## src/rtl/noc_flit_sink.sv

```systemverilog
// noc_flit_sink
//   Ejection-side endpoint of the mesh NoC. Accepts flits from a router local
//   output port, strips and checks the header flit, and streams the payload
//   words to a local consumer through a single output register. It counts
//   delivered packets and flags framing, routing and length errors.
//
//   Optional feature macro: NOC_SINK_DROP_MISROUTE_EN
//     defined     : a misrouted packet is swallowed in DROP and never reaches out_*
//     not defined : err_route still pulses, but the packet is delivered normally
//
// Ports
//   noc_clk, noc_rst        clock, asynchronous active-high reset
//   in_valid/in_ready       flit handshake from the router ejection port
//   in_flit                 flit data
//   in_is_header/in_is_tail flit framing (a flit may be both header and tail)
//   out_valid/out_ready     payload word handshake towards the consumer
//   out_data, out_last      payload word, and whether it came from the tail flit
//   out_src_x, out_src_y    source coordinates of the packet carrying out_data
//   pkt_cnt                 completed packets, saturating at 8'hFF
//   err_proto/route/len     single-cycle error pulses, registered
module noc_flit_sink #(
  parameter int DATA_W = 32,
  parameter int ID_W   = 4,
  parameter int X_ID   = 0,
  parameter int Y_ID   = 0
) (
  input  logic              noc_clk,
  input  logic              noc_rst,
  input  logic              in_valid,
  output logic              in_ready,
  input  logic [DATA_W-1:0] in_flit,
  input  logic              in_is_header,
  input  logic              in_is_tail,
  output logic              out_valid,
  input  logic              out_ready,
  output logic [DATA_W-1:0] out_data,
  output logic              out_last,
  output logic [ID_W-1:0]   out_src_x,
  output logic [ID_W-1:0]   out_src_y,
  output logic [7:0]        pkt_cnt,
  output logic              err_proto,
  output logic              err_route,
  output logic              err_len
);

`ifdef NOC_SINK_DROP_MISROUTE_EN
  localparam bit DROP_MISROUTE = 1'b1;
`else
  localparam bit DROP_MISROUTE = 1'b0;
`endif

  localparam logic [ID_W-1:0] MY_X = ID_W'(X_ID);
  localparam logic [ID_W-1:0] MY_Y = ID_W'(Y_ID);

  typedef enum logic [1:0] {IDLE, BODY, DROP} state_t;

  state_t          state, state_n;
  logic [ID_W-1:0] cur_src_x, cur_src_y;
  logic [7:0]      cur_len;
  logic [7:0]      beat_cnt;
  // Set only when DROP was entered for a misrouted packet; such a packet still
  // counts as completed at its tail, whereas a framing-error drop does not.
  logic            drop_counts;

  logic [ID_W-1:0] hdr_dst_x, hdr_dst_y, hdr_src_x, hdr_src_y;
  logic [7:0]      hdr_len;
  logic            misroute;
  logic            accept;
  logic            load;
  logic            latch_hdr;
  logic            clear_drop;
  logic            inc_pkt;
  logic            e_proto, e_route, e_len;

  assign hdr_dst_x = in_flit[ID_W-1:0];
  assign hdr_dst_y = in_flit[2*ID_W-1:ID_W];
  assign hdr_src_x = in_flit[3*ID_W-1:2*ID_W];
  assign hdr_src_y = in_flit[4*ID_W-1:3*ID_W];
  assign hdr_len   = in_flit[4*ID_W+7:4*ID_W];
  assign misroute  = (hdr_dst_x != MY_X) || (hdr_dst_y != MY_Y);

  // Only BODY forwards into the output register, so only BODY needs backpressure.
  assign in_ready = (state != BODY) || !out_valid || out_ready;
  assign accept   = in_valid && in_ready;

  always_comb begin
    state_n    = state;
    load       = 1'b0;
    latch_hdr  = 1'b0;
    clear_drop = 1'b0;
    inc_pkt    = 1'b0;
    e_proto    = 1'b0;
    e_route    = 1'b0;
    e_len      = 1'b0;
    if (accept) begin
      if (in_is_header) begin
        // A header is handled identically in every state; outside IDLE it also
        // abandons whatever packet was in progress.
        e_proto = (state != IDLE);
        e_route = misroute;
        if (in_is_tail) begin
          inc_pkt = 1'b1;
          e_len   = (hdr_len != 8'd0);
          state_n = IDLE;
        end else begin
          latch_hdr = 1'b1;
          state_n   = (DROP_MISROUTE && misroute) ? DROP : BODY;
        end
      end else begin
        unique case (state)
          IDLE: begin
            e_proto    = 1'b1;
            clear_drop = 1'b1;
            state_n    = in_is_tail ? IDLE : DROP;
          end
          BODY: begin
            load = 1'b1;
            if (in_is_tail) begin
              inc_pkt = 1'b1;
              e_len   = ((beat_cnt + 8'd1) != cur_len);
              state_n = IDLE;
            end
          end
          DROP: begin
            if (in_is_tail) begin
              inc_pkt = drop_counts;
              state_n = IDLE;
            end
          end
          default: state_n = IDLE;
        endcase
      end
    end
  end

  always_ff @(posedge noc_clk or posedge noc_rst) begin
    if (noc_rst) begin
      state       <= IDLE;
      cur_src_x   <= '0;
      cur_src_y   <= '0;
      cur_len     <= '0;
      beat_cnt    <= '0;
      drop_counts <= 1'b0;
    end else begin
      state <= state_n;
      if (latch_hdr) begin
        cur_src_x   <= hdr_src_x;
        cur_src_y   <= hdr_src_y;
        cur_len     <= hdr_len;
        beat_cnt    <= '0;
        drop_counts <= misroute;
      end else begin
        if (clear_drop) drop_counts <= 1'b0;
        if (load)       beat_cnt    <= beat_cnt + 8'd1;
      end
    end
  end

  always_ff @(posedge noc_clk or posedge noc_rst) begin
    if (noc_rst) begin
      out_valid <= 1'b0;
      out_data  <= '0;
      out_last  <= 1'b0;
      out_src_x <= '0;
      out_src_y <= '0;
    end else if (load) begin
      out_valid <= 1'b1;
      out_data  <= in_flit;
      out_last  <= in_is_tail;
      out_src_x <= cur_src_x;
      out_src_y <= cur_src_y;
    end else if (out_ready) begin
      out_valid <= 1'b0;
    end
  end

  always_ff @(posedge noc_clk or posedge noc_rst) begin
    if (noc_rst) begin
      pkt_cnt   <= '0;
      err_proto <= 1'b0;
      err_route <= 1'b0;
      err_len   <= 1'b0;
    end else begin
      if (inc_pkt && (pkt_cnt != 8'hFF)) pkt_cnt <= pkt_cnt + 8'd1;
      err_proto <= e_proto;
      err_route <= e_route;
      err_len   <= e_len;
    end
  end

endmodule

```

## config.mk

```make
export PLATFORM = sky130hd
export DESIGN_NAME = noc_flit_sink
export DESIGN_NICKNAME = d
export VERILOG_FILES = /design/src/rtl/noc_flit_sink.sv
export SDC_FILE = /design/constraint.sdc
export NUM_CORES = 1
export LEC_CHECK = 0
export ABC_AREA = 1
export CAP_MARGIN = 20
export CORE_MARGIN = 2
export CORE_UTILIZATION = 49
export CTS_CLUSTER_DIAMETER = 120
export DETAILED_ROUTE_END_ITERATION = 8
export MAX_ROUTING_LAYER = met4
export PLACE_DENSITY = 0.84
export SLEW_MARGIN = 5
export SYNTH_ARGS = -nofsm -noshare
export SYNTH_HDL_FRONTEND = slang
export SYNTH_SLANG_ARGS = --single-unit
```

## constraint.sdc

```tcl
create_clock -name noc_clk -period 3.5 [get_ports noc_clk]
set_input_delay 1.05 -clock noc_clk [delete_from_list [all_inputs] [get_ports noc_clk]]
set_output_delay 1.05 -clock noc_clk [all_outputs]
set_load 0.05 [all_outputs]
```

==> After elaboration in Yosys (flattened, before gate mapping) <==
Index checks and enable logic that the tools add are counted.
{ "word_totals": {"register_bits": 80} }
{ "op_classes": {"reduce_logical": 16, "mux": 34, "eq_ne": 6, "add_sub_neg": 2} }
{ "op_table": {"columns": ["cell", "n"], "rows": [
  ["1-bit 2-to-1 mux", 27],
  ["8-bit by 1-bit adder with 8-bit output, second input constant", 2],
  ["8-bit 2-to-1 mux", 2],
  ["8-bit inequality test", 1],
  ["8-bit inequality test, second input constant", 1],
  ["2-bit nonzero test", 4],
  ["4-bit nonzero test", 2],
  ["8-bit nonzero test", 1],
  ["2-bit 2-to-1 mux", 3],
  ["2-bit one-hot mux with 2 select lines", 1],
  ["1-bit logical OR", 3],
  ["3-bit by 1-bit inequality test with 1-bit output, second input constant", 1],
  ["2-bit by 1-bit == test with 1-bit output, second input constant", 1],
  ["2-bit == test, second input constant", 1],
  ["1-bit logical AND", 2],
  ["2-bit zero test", 1],
  ["2-bit by 1-bit inequality test with 1-bit output, second input constant", 1],
  ["1-bit one-hot mux with 2 select lines", 1],
  ["2-bit AND reduction", 1],
  ["2-bit OR reduction", 1],
  ["1-bit zero test", 1]
]} }

==> Depth between registers and ports, before layout <==
{ "logic_depth": {"ltp_word": 7, "mapped_depth": 12, "ltp_nobuf": 12} }

==> Worst setup path before layout <==
Ideal clock, no wire load.
{ "synth_path": {"path_kind": "input to output", "startpoint": "input out_ready", "endpoint": "output in_ready", "cell_stages": 2, "n_path_buf": 0, "arrival_time_ns": 1.367, "setup_slack_ns": 1.083, "cell_sequence": "inv_1 > nand3_2"} }
{ "synth_between": {"elab_chain_cells": 1} }
{ "synth_rtl": {"columns": ["element", "line", "text"], "rows": [
  ["start: declaration", "35", "input logic out_ready,"],
  ["1-bit logical OR", "83", "assign in_ready = (state != BODY) || !out_valid || out_ready;"],
  ["end: declaration", "30", "output logic in_ready,"]
]} }
Every way passes these cells.

==> Worst setup path after layout <==
Ends and elaborated chain as after synthesis.

==> key figures <==
Global route
  • Vias in the first global route: 2945
  • Gr ovfl total: 0
  • Global-route wire length before repair: 13140 um
  • Pin count of the biggest net entering global routing: 52
  • Initial antenna violation count: 0
  • GRT Total Usage: 0.2221

Floorplanning
  • DIE WIDTH: 89.04 um
  • Chip Height: 89.04 um
  • Full die area: 7927 um2
  • Core outline area: 6907 um2
  • Boundary Pins: 92
  • # rows: 30
  • Initial Util: 0.5130

Clock tree
  • Root Buffer: clkbuf_8
  • Sink Count: 80
  • Worst skew pair latency: 350 ps
  • CTS clock-pin slew for the worst setup and hold paths: 80 ps
  • Post-CTS resize count: 0
  • CTS tree: built
  • TritonCTS Buffers: 9
  • Setup Buffers After CTS: 0
  • # hold bufs at CTS: 0
  • Clock Path Buffers: 2
  • H-tree levels: 3

Synthesis
  • Top FF cell, synth: dfrtp_1
  • Commonest cells post-synth: 136 x nand2_1, 80 x dfrtp_1, 51 x o21ai_0
  • Syn Area/Cell: 8.728 um2
  • Yosys top cell by area: dfrtp_1
  • Largest cells by area after synthesis: dfrtp_1 56%, nand2_1 14%, o21ai_0 7.2%
  • Yosys reg bits: 80
  • Post-Syn Nets: 450
  • Top cell type's share of synthesized area: 0.5650
  • Number of synthesized flops with an enable pin: 0
  • Async SR Flop Fraction: 1.000
  • Cell Area, Synth: 3543 um2
  • Sequential share of the synthesized area: 0.5650
  • Cells after Synth: 406
  • Syn. warnings: 0
  • Count leader, synth: nand2_1
  • Distinct cells, synth: 29

Routing
  • Iteration-0 DRC Markers: 239
  • Initial DRT Pass Iterations: 5
  • Routed len/inst: 13.31 um
  • Vias: 2980
  • Final ANT Viol Nets: 0
  • Final WL: 7984 um
  • Routed vias/inst: 4.967
  • # DRC: 0

Worst hold path
  • Hold Crit Depth: 2
  • Worst Hold Class: flop to flop

STA
  • Setup Viol. Count Final: 0
  • Final hold viol count: 0
  • Slew @ Worst Pin: 535.9 ps
  • RSZ-0062 raised after global routing: no
  • Period utilization: 0.8132
  • FMAX: 0.3513 GHz
  • Minimum clock period: 2846 ps
  • Hold Slack: 483.0 ps
  • Worst slew margin: 0.6416
  • Setup Total Neg Slack: 0 ps
  • Worst Clk Skew: 7.766 ps
  • Slew Limit Fails: 0

Finish
  • Inserted Diodes: 0
  • Post-layout net count: 543
  • Fin area: 4728 um2
  • Fraction of layout cells with a size suffix above 1: 0.06746
  • P&R area growth vs syn: 33.44%
  • Fillers: 564

Critical path
  • CP Capture Type: primary output
  • R2r worst-path depth: 9
  • WP data arrival: 1800 ps
  • Setup Crit Path Kind: primary input to primary output
  • Required time of the critical path: 2450 ps
  • Max FO, Critical Path: 2
  • Startpoint types: primary input

Power
  • Power density cells: 715.1 nW/um2
  • VDD IR-drop max: 0.4032 mV
  • Lkg Pwr: 2.282 nW

Place
  • Placer Congestion: 0.8429
  • Post-Place Cell Area: 4542 um2
  • HPWL Detailed: 5790 um
  • Buffers on Ports: 91

Outcome
  • Status: completed

Run
  • MaxCap Viol Count: 0
## worst max-delay path, stage by stage
cell             delay, ps
clkdlybuf4s50_1        390
inv_1                   80
nand3_2                100
buf_12                 170
## worst paths after layout
| check | start | endpoint | slack [ps] |
|---|---|---|---|
| worst max-delay path | out_ready | in_ready | 650 |
| worst min-delay path | cur_src_y[3]$_DFFE_PP0P_ | out_src_y[3]$_DFFE_PP0P_ | 480 |
| worst max register to register | state[1]$_DFFE_PP0P_ | beat_cnt[7]$_DFFE_PP0P_ | 1500 |
| worst min register to register | cur_src_y[3]$_DFFE_PP0P_ | out_src_y[3]$_DFFE_PP0P_ | 480 |
| max in group asynchronous | noc_rst | out_data[25]$_DFFE_PP0P_ | 1830 |
| min in group asynchronous | noc_rst | out_data[9]$_DFFE_PP0P_ | 1040 |
## cell type report
cell class	count	area, um2	share of cell area
Clock buffer	9	123.9	0.02620
Tap cell	96	120.1	0.02540
Sequential cell	80	2002	0.4234
Multi-Input combinational cell	264	1271	0.2689
Timing Repair Buffer	95	963.4	0.2038
Clock inverter	7	62.56	0.01323
Inverter	49	185.2	0.03916
## cell families (layout without fill, tap and decap cells)
logic type | count (synthesis) | after routing | synth area share
AOI/OAI and AO/OA | 58 | 58 | 0.08510
xor gates and xnor gates | 8 | 8 | 0.01977
adders and majority gates | 6 | 6 | 0.02119
buffers and inverters | 62 | 160 | 0.07768
DFF | 80 | 80 | 0.5650
and+or+nand+nor | 192 | 192 | 0.2313
## cells in the final DEF (no fill, tap or decap), types with 3 or more instances in the layout
cell	Yosys	final
nand3_2	3	4
dfrtp_1	80	80
nand2_1	136	136
inv_1	46	45
o21ai_0	51	51
o22ai_1	3	3
xnor2_1	5	5
inv_2	3	3
nand3_1	27	26
buf_4	6	3
ha_1	6	6
clkbuf_8	0	9
clkdlybuf4s50_1	0	90
xor2_1	3	3
nor2_1	11	11
nand4_1	5	5
clkinv_4	0	3
## sequential cells by signal, summed over array words and instances (netlist names), 2 cells and up
signal,flops
out_data,32
out_src_y,4
beat_cnt,8
cur_len,8
cur_src_x,4
out_src_x,4
cur_src_y,4
pkt_cnt,8
state,2
## report_power, final
part	switching, mW	total (mW)	leakage [nW]	internal [mW]
Combinational	0.953	1.44	1.16	0.483
Clock	0.369	0.640	0.0923	0.271
Sequential	0.156	1.30	1.03	1.15
## routing by layer
metal	up-vias	routed length [um]	GRT usage
met5	-	0	-
met4	0	116	0.08820
met3	9	356	0.03786
met2	78	4011	0.3670
met1	1421	3498	0.2738
li1	1472	-	-
## per-stage QoR
step                      setup WS [ps]  total power [mW]  utilization  std cells
after floorplan                   398.3             2.240            -        406
after global placement            658.9             2.729       0.6576        584
after detailed placement          653.1             2.764       0.6576        584
after CTS                         649.7             3.402       0.6846        600
after global routing              619.4             3.548       0.6846        600
final                             653.8             3.381       0.6846        600
Power figures use the tool's default switching activity.
